File: src/rtl/ofm_tile_addr_gen.sv
// rtl/ofm_tile_addr_gen.sv - OFM tile read-address generator.
// Walks column-group-major tiles and emits channel/row/column window addresses.
module ofm_tile_addr_gen #(
  parameter int SYSTOLIC_SIZE = 16,
  parameter int OFM_RAM_SIZE  = 2378675,
  parameter int ADDR_W        = $clog2(OFM_RAM_SIZE)
) (
  input  logic              clk,
  input  logic              rst_n,
  input  logic              start,
  input  logic              clear,
  input  logic [ADDR_W-1:0] start_read_addr,
  input  logic [8:0]        ifm_size,
  input  logic [10:0]       ifm_channel,
  input  logic [2:0]        kernel_size,
  input  logic              stride2,
  input  logic [8:0]        ofm_size,
  input  logic              tile_req,
  input  logic              addr_ready,
  output logic [ADDR_W-1:0] addr,
  output logic              addr_valid,
  output logic [4:0]        tile_w,
  output logic              tile_last,
  output logic              tile_done,
  output logic              done,
  output logic              cfg_err,
  output logic              busy
);

  typedef enum logic [1:0] {IDLE, WAIT_TILE, ISSUE, DONE} state_t;

  localparam logic [9:0]        SS10 = 10'(SYSTOLIC_SIZE);
  localparam logic [ADDR_W-1:0] SS_A = ADDR_W'(SYSTOLIC_SIZE);
  localparam logic [ADDR_W-1:0] ONE_A = ADDR_W'(1);

  state_t state;

  // Latched layer configuration
  logic [8:0]        ifm_q;
  logic [10:0]       ch_q;
  logic [2:0]        k_q;
  logic              s2_q;
  logic [8:0]        ofm_q;
  logic [ADDR_W-1:0] plane_q;
  logic [ADDR_W-1:0] row_step_q;

  // Tile position and address pointers
  logic [9:0]        ox0;
  logic [8:0]        oy;
  logic [ADDR_W-1:0] group_base;
  logic [ADDR_W-1:0] tile_origin;
  logic [ADDR_W-1:0] ch_ptr;
  logic [ADDR_W-1:0] row_ptr;
  logic [10:0]       c_cnt;
  logic [2:0]        r_cnt;
  logic [2:0]        col_cnt;

  logic [17:0]       plane_full;
  logic [ADDR_W-1:0] ifm_in_a;
  logic [ADDR_W-1:0] ifm_a;
  logic [ADDR_W-1:0] grp_step;
  logic              cfg_bad;
  logic              accept;
  logic              col_wrap;
  logic              r_wrap;
  logic              oy_wrap;
  logic              more_groups;
  logic              first_last;
  logic [2:0]        col_nx;
  logic [2:0]        r_nx;
  logic [10:0]       c_nx;
  logic              last_nx;
  logic [9:0]        ox0_nx;

  function automatic logic [4:0] calc_tile_w(input logic [8:0] ofm, input logic [9:0] ox);
    logic [9:0] rem;
    rem = {1'b0, ofm} - ox;
    if (rem >= SS10) return 5'(SYSTOLIC_SIZE);
    return rem[4:0];
  endfunction

  assign plane_full  = {9'd0, ifm_size} * {9'd0, ifm_size};
  assign ifm_in_a    = ADDR_W'(ifm_size);
  assign ifm_a       = ADDR_W'(ifm_q);
  assign grp_step    = s2_q ? (SS_A << 1) : SS_A;
  assign cfg_bad     = (kernel_size == 3'd0) || (ifm_channel == 11'd0) || (ofm_size == 9'd0);
  assign accept      = addr_valid && addr_ready;
  assign col_wrap    = (col_cnt == k_q - 3'd1);
  assign r_wrap      = (r_cnt == k_q - 3'd1);
  assign oy_wrap     = (oy == ofm_q - 9'd1);
  assign ox0_nx      = ox0 + SS10;
  assign more_groups = ox0_nx < {1'b0, ofm_q};
  assign first_last  = (ch_q == 11'd1) && (k_q == 3'd1);
  assign busy        = (state != IDLE);

  // Window counter successors; col runs fastest, then row, then channel
  always_comb begin
    col_nx  = col_wrap ? 3'd0 : col_cnt + 3'd1;
    r_nx    = r_cnt;
    c_nx    = c_cnt;
    if (col_wrap) begin
      r_nx = r_wrap ? 3'd0 : r_cnt + 3'd1;
      if (r_wrap) c_nx = c_cnt + 11'd1;
    end
    last_nx = (c_nx == ch_q - 11'd1) && (r_nx == k_q - 3'd1) && (col_nx == k_q - 3'd1);
  end

  always_ff @(posedge clk) begin
    if (!rst_n) begin
      state       <= IDLE;
      ifm_q       <= '0;
      ch_q        <= '0;
      k_q         <= '0;
      s2_q        <= 1'b0;
      ofm_q       <= '0;
      plane_q     <= '0;
      row_step_q  <= '0;
      ox0         <= '0;
      oy          <= '0;
      group_base  <= '0;
      tile_origin <= '0;
      ch_ptr      <= '0;
      row_ptr     <= '0;
      c_cnt       <= '0;
      r_cnt       <= '0;
      col_cnt     <= '0;
      addr        <= '0;
      addr_valid  <= 1'b0;
      tile_w      <= '0;
      tile_last   <= 1'b0;
      tile_done   <= 1'b0;
      done        <= 1'b0;
      cfg_err     <= 1'b0;
    end else if (clear) begin
      state      <= IDLE;
      addr_valid <= 1'b0;
      tile_last  <= 1'b0;
      tile_done  <= 1'b0;
      done       <= 1'b0;
      cfg_err    <= 1'b0;
    end else begin
      tile_done <= 1'b0;
      cfg_err   <= 1'b0;
      case (state)
        IDLE: begin
          if (start) begin
            if (cfg_bad) begin
              cfg_err <= 1'b1;
            end else begin
              ifm_q       <= ifm_size;
              ch_q        <= ifm_channel;
              k_q         <= kernel_size;
              s2_q        <= stride2;
              ofm_q       <= ofm_size;
              plane_q     <= ADDR_W'(plane_full);
              row_step_q  <= stride2 ? (ifm_in_a << 1) : ifm_in_a;
              ox0         <= '0;
              oy          <= '0;
              group_base  <= start_read_addr;
              tile_origin <= start_read_addr;
              tile_w      <= calc_tile_w(ofm_size, 10'd0);
              state       <= WAIT_TILE;
            end
          end
        end
        WAIT_TILE: begin
          if (tile_req) begin
            addr       <= tile_origin;
            ch_ptr     <= tile_origin;
            row_ptr    <= tile_origin;
            c_cnt      <= '0;
            r_cnt      <= '0;
            col_cnt    <= '0;
            tile_last  <= first_last;
            addr_valid <= 1'b1;
            state      <= ISSUE;
          end
        end
        ISSUE: begin
          if (accept) begin
            if (tile_last) begin
              addr_valid <= 1'b0;
              tile_last  <= 1'b0;
              tile_done  <= 1'b1;
              if (!oy_wrap) begin
                oy          <= oy + 9'd1;
                tile_origin <= tile_origin + row_step_q;
                state       <= WAIT_TILE;
              end else if (more_groups) begin
                ox0         <= ox0_nx;
                oy          <= '0;
                group_base  <= group_base + grp_step;
                tile_origin <= group_base + grp_step;
                tile_w      <= calc_tile_w(ofm_q, ox0_nx);
                state       <= WAIT_TILE;
              end else begin
                done  <= 1'b1;
                state <= DONE;
              end
            end else begin
              col_cnt   <= col_nx;
              r_cnt     <= r_nx;
              c_cnt     <= c_nx;
              tile_last <= last_nx;
              if (!col_wrap) begin
                addr <= addr + ONE_A;
              end else if (!r_wrap) begin
                row_ptr <= row_ptr + ifm_a;
                addr    <= row_ptr + ifm_a;
              end else begin
                ch_ptr  <= ch_ptr + plane_q;
                row_ptr <= ch_ptr + plane_q;
                addr    <= ch_ptr + plane_q;
              end
            end
          end
        end
        DONE: begin
          done  <= 1'b0;
          state <= IDLE;
        end
        default: state <= IDLE;
      endcase
    end
  end

endmodule

File: config.mk
export PLATFORM = sky130hd
export DESIGN_NAME = ofm_tile_addr_gen
export DESIGN_NICKNAME = d
export VERILOG_FILES = /design/src/rtl/ofm_tile_addr_gen.sv
export SDC_FILE = /design/constraint.sdc
export NUM_CORES = 1
export LEC_CHECK = 0
export CORE_MARGIN = 10
export CORE_UTILIZATION = 60
export DETAILED_ROUTE_END_ITERATION = 12
export MAX_ROUTING_LAYER = met4
export PLACE_DENSITY_LB_ADDON = 0.1
export SLEW_MARGIN = 20
export SYNTH_ARGS = -nofsm -noshare
export SYNTH_HDL_FRONTEND = slang
export SYNTH_SLANG_ARGS = --single-unit
File: constraint.sdc
create_clock -name clk -period 8 [get_ports clk]
set_input_delay 1.6 -clock clk [delete_from_list [all_inputs] [get_ports clk]]
set_output_delay 1.6 -clock clk [all_outputs]
set_load 0.05 [all_outputs]
=== After elaboration in Yosys (flattened, before gate mapping) ===
Index checks and enable logic that the tools add are counted.

* Bits of input ports: 61
* Logic and storage cells: 205
* Output and inout bits: 33
* Bits in registers: 231

* Eq/ne operators: 23
* Magnitude comparators: 3
* $add $sub $neg: 14
* $mul: 1
* Reductions and logical operators: 27
* Bitwise logic cells: 7
* Mux-type cells: 106

{| class="wikitable"
|+ Operators with widths
! operator !! count
|-
| $mux W22 || 21
|-
| $pmux W22 S2 || 5
|-
| $mux W10 || 7
|-
| $mux W11 || 5
|-
| $mux W9 || 6
|-
| $mux W5 || 10
|-
| $mux W1 || 26
|-
| $mux W3 || 8
|-
| $add A22 B1 Y22 const B || 1
|-
| $add A22 B18 Y22 || 1
|-
| $add A22 B22 Y22 || 1
|-
| $add A22 B6 Y22 || 1
|-
| $add A22 B9 Y22 || 1
|-
| $ne A2 B2 Y1 const B || 11
|-
| $pmux W11 S2 || 1
|-
| $pmux W10 S2 || 1
|-
| $mul A9 B9 Y18 || 1
|-
| $pmux W9 S2 || 1
|-
| $reduce_and A5 Y1 || 3
|-
| $mux W2 || 7
|-
| $reduce_and A7 Y1 || 2
|-
| $eq A3 B3 Y1 || 4
|-
| $pmux W3 S2 || 2
|-
| $add A11 B1 Y11 const B || 1
|-
| 35 further kinds || 54
|}

=== Longest topological paths before layout ===
* Word-level depth: 17
* Mapped depth: 20
* Depth with buffers taken out: 19

=== Worst setup path after synthesis ===
No wires, ideal clock.

* Path type: input to register
* Start: input ifm_size[3]
* End: register plane_q[17]
* Setup time: 0.106 ns
* Arrival: 5.959 ns
* Buffers on the path: 1
* Path slack: 1.935 ns
* Data required time: 7.894 ns
* Stages: 17
* Cells stage by stage: clkbuf_1 inv_1 nor2_1 fa_1 fa_1 ha_1 inv_1 fa_1 inv_1 ha_1 a21o_1 a21o_1 a2111oi_0 nor4_1 a211oi_1 o21ai_0 o311ai_0

* Longest elaborated chain between the ends: 1

{| class="wikitable"
|+ RTL lines
! what !! line !! source
|-
| start, declared || 13 || <nowiki>input logic [8:0] ifm_size,</nowiki>
|-
| $mul A9 B9 Y18 || 82 || <nowiki>assign plane_full = {9'd0, ifm_size} * {9'd0, ifm_size};</nowiki>
|-
| end signal, assigned || 155 || <nowiki>plane_q <= ADDR_W'(plane_full);</nowiki>
|-
| end, declared || 44 || <nowiki>logic [ADDR_W-1:0] plane_q;</nowiki>
|}

No other way between the ends.
A chain may end at the register's enable or synchronous reset.

=== Final worst setup path ===
* Start: input ifm_size[6]
* End: register plane_q[17]

The elaborated chain is that of the path after synthesis.

==> metrics.txt <==
status=finished clean; cell type with the largest total area after synthesis=dfxtp_1; via count of the first global-routing pass=around 15000; worst slew pin tran=between 1 and 1.5 ns; final weighted congestion in routability-driven placement=between 0.9 and 1; GRT Util Overall=28.0%; most frequent cells in the layout=nand2_1 (259), dfxtp_1 (213), a21oi_1 (171); RSZ-0062 raised after global routing=no; data required time at the worst endpoint=~8.4 ns; dominant register cell in the synthesized netlist=dfxtp_1; most area-consuming cells after synthesis=dfxtp_1 (27%), ha_1 (7.4%), nand2_1 (6.1%); list of cells traversed by the critical path=clkdlybuf4s50_1 > and2_1 > inv_1 > fa_1 > inv_1 > fa_1 > inv_1 > fa_1 > fa_1 > inv_1 > ha_1 > a2111oi_0 > nor4_1 > a211oi_1 > o21ai_0 > o311ai_0; Port Buffer Count=93; count of instances resized after the clock tree is built=0; proportion of netlist area held by the largest area contributor=26.6%; number of standard cells after synthesis=2084; total cell area at the placement stage=17000 sq um; detail-routed net length per standard cell=19.2 um; final worst setup slack=roughly 1.3 ns; post-route minimum period=~6.7 ns; area growth from synthesis to final layout=11.5%; Synth cell types=94; clock tree from TritonCTS=done; die area=approximately 34000 sq um; diode count=0; kind of critical path=in -> reg; Core Rows=59; wire length of the first global-routing pass=roughly 77000 um; reported leakage power=just over 7 nW; worst slew margin relative to its limit=between 20% and 30%; worst setup skew after layout=about 0.03 ns; Die Y=~180 um; count of H-tree levels built during CTS=1; number of antenna violations at the first check in global routing=0; Final HPWL DP=about 33000 um; initial core utilization=61.2%; antenna-violating nets left=0; sequential area share after synthesis=26.6%; largest net degree at the start of global routing=100; insertion delay of the later-clocked pin in the worst-skew pair=0.54 ns; fraction of final layout cells with drive strength greater than 1=around 4.5%; number of buffers added for setup after CTS=0; VDD IR-drop max=0.000136 V; Post-Synthesis Net Count=~2300; period utilization=a little over four fifths; Post-Syn Area=16000 sq um; first-iteration detailed-routing DRC count=~1400; final hold violations=0; Remaining DRCs=0; clock tree root driver cell=clkbuf_16; worst-case clock buffer depth=3; Final Slew Violations=0; average vias per placed instance=approximately 6.3; clock-pin slew on the worst setup and hold paths=0.06 ns; PwrDens=184 nW/um^2; Largest stage delay, worst path=a little under 0.8 ns; setup slack on the worst flop-to-flop path=roughly 4.3 ns; crit path buf inv count=5; total of max-cap violations=0; largest fanout on the critical path=14; PnR Total Power=3.28 mW; Synthesis Warnings=0; smallest hold slack=roughly 0.46 ns; number of nets in the layout=2290; aggregate negative setup slack=0 ns; Initial DRT Pass Iterations=5; post-detailed-routing wire length=roughly 47000 um; placeable core region=roughly 26000 sq um; Avg Synthesized Cell Area=~7.7 sq um; number of synthesized flops with an enable pin=0; number of clock sinks seen by CTS=213; most common cell after layout, fill and taps aside=nand2_1; Worst Hold Class=reg -> reg; TritonCTS Buffers=25; Crit. End Element=flip-flop; master of the slowest instance on the critical path=clkdlybuf4s50_1; cell family contributing the most delay on the critical path=adder cells; Post-Layout Inst Area=17800 sq um; fraction of synthesis flops using an asynchronous set or reset pin=0%; overall overflow remaining after global route=0; category of the worst setup path launch point=input port; Die Span X=183 um; number of vias in the routed layout=approximately 15000; Highest Clock Rate=~150 MHz; final setup vio count=0; arrival time at the worst endpoint=7.10 ns; I/O pins=94; DP Worst Slack=about 0.90 ns; Yosys reg bits=roughly 210; number of buffers inserted for hold repair after clock tree synthesis=0
final cells by class:
cell class,instances,area [sq um]
clock inverter,7,114
clock buffer,38,744
tap,335,419
inverter,112,423
fill,2261,8290
sequential,213,4260
timing repair buffer,109,1050
multi-input combinational,1637,10800
sequential cells by signal, indices dropped and copies added, names as in the netlist, 6 cells and up:
register,flops
row_step_q,10
ch_ptr,22
ch_q,11
plane_q,16
ox0,6
c_cnt,11
row_ptr,22
oy,9
tile_origin,22
ifm_q,9
addr,22
ofm_q,9
group_base,22
synthesized netlist by cell type (19+ instances only):
master,n
nor3_1,47
o211ai_1,35
xor2_1,56
and2_1,32
a211oi_1,47
dfxtp_1,213
nand4_1,24
nor2b_1,19
nand3_1,62
and3_1,32
o21ai_0,117
clkbuf_1,92
inv_1,111
fa_1,36
nor2_1,166
ha_1,95
mux2i_1,23
xnor2_1,89
a31oi_1,49
a21oi_1,171
a21o_1,28
nand2_1,259
tightest hold or removal path, stage by stage, from the launching register on:
cell and delay [ns]:
dfxtp_1 0.31, nand2_1 0.05, a21oi_1 0.05
path summary, 6_finish.rpt:
check	end	cells after the start	startpoint
max	plane_q[17]$_SDFFE_PN0P_	16	ifm_size[6]
max reg2reg	oy[5]$_SDFFE_PN0P_	11	ox0[6]$_SDFFE_PN0N_
min	row_step_q[9]$_SDFFE_PN0P_	2	row_step_q[9]$_SDFFE_PN0P_
min reg2reg	row_step_q[9]$_SDFFE_PN0P_	2	row_step_q[9]$_SDFFE_PN0P_
layer usage:
layer	routed length, um	global-route usage, %
met2	22500	47.9
met4	1780	10.9
met3	2890	3.14
met5	0	-
met1	19800	33.3
through the flow:
stage | utilization (%) | instances
after floorplan | - | 2084
after global placement | 65.0 | 2406
after detailed placement | 65.0 | 2406
after CTS | 68.3 | 2451
after global routing | 68.3 | 2451
final | 68.3 | 2451
report_power, final:
| part | leakage, nW | switching [mW] | internal (mW) |
|---|---|---|---|
| sequential | 1.73 | 0.0651 | 1.12 |
| combinational | 4.89 | 0.530 | 0.372 |
| clock | 0.424 | 0.459 | 0.735 |
cells by family after synthesis:
family	Yosys count	synth area share, %
buffers and inverters	234	5.87
adder cells (fa/ha/maj)	131	11.9
flip-flops	213	26.6
AO/OA/AOI/OAI	595	23.9
other	2	0.0469
XOR/XNOR	146	8.09
multiplexers	24	1.51
AND/OR/NAND/NOR	739	22.0
No activity file was read; power rests on OpenSTA's default activity.
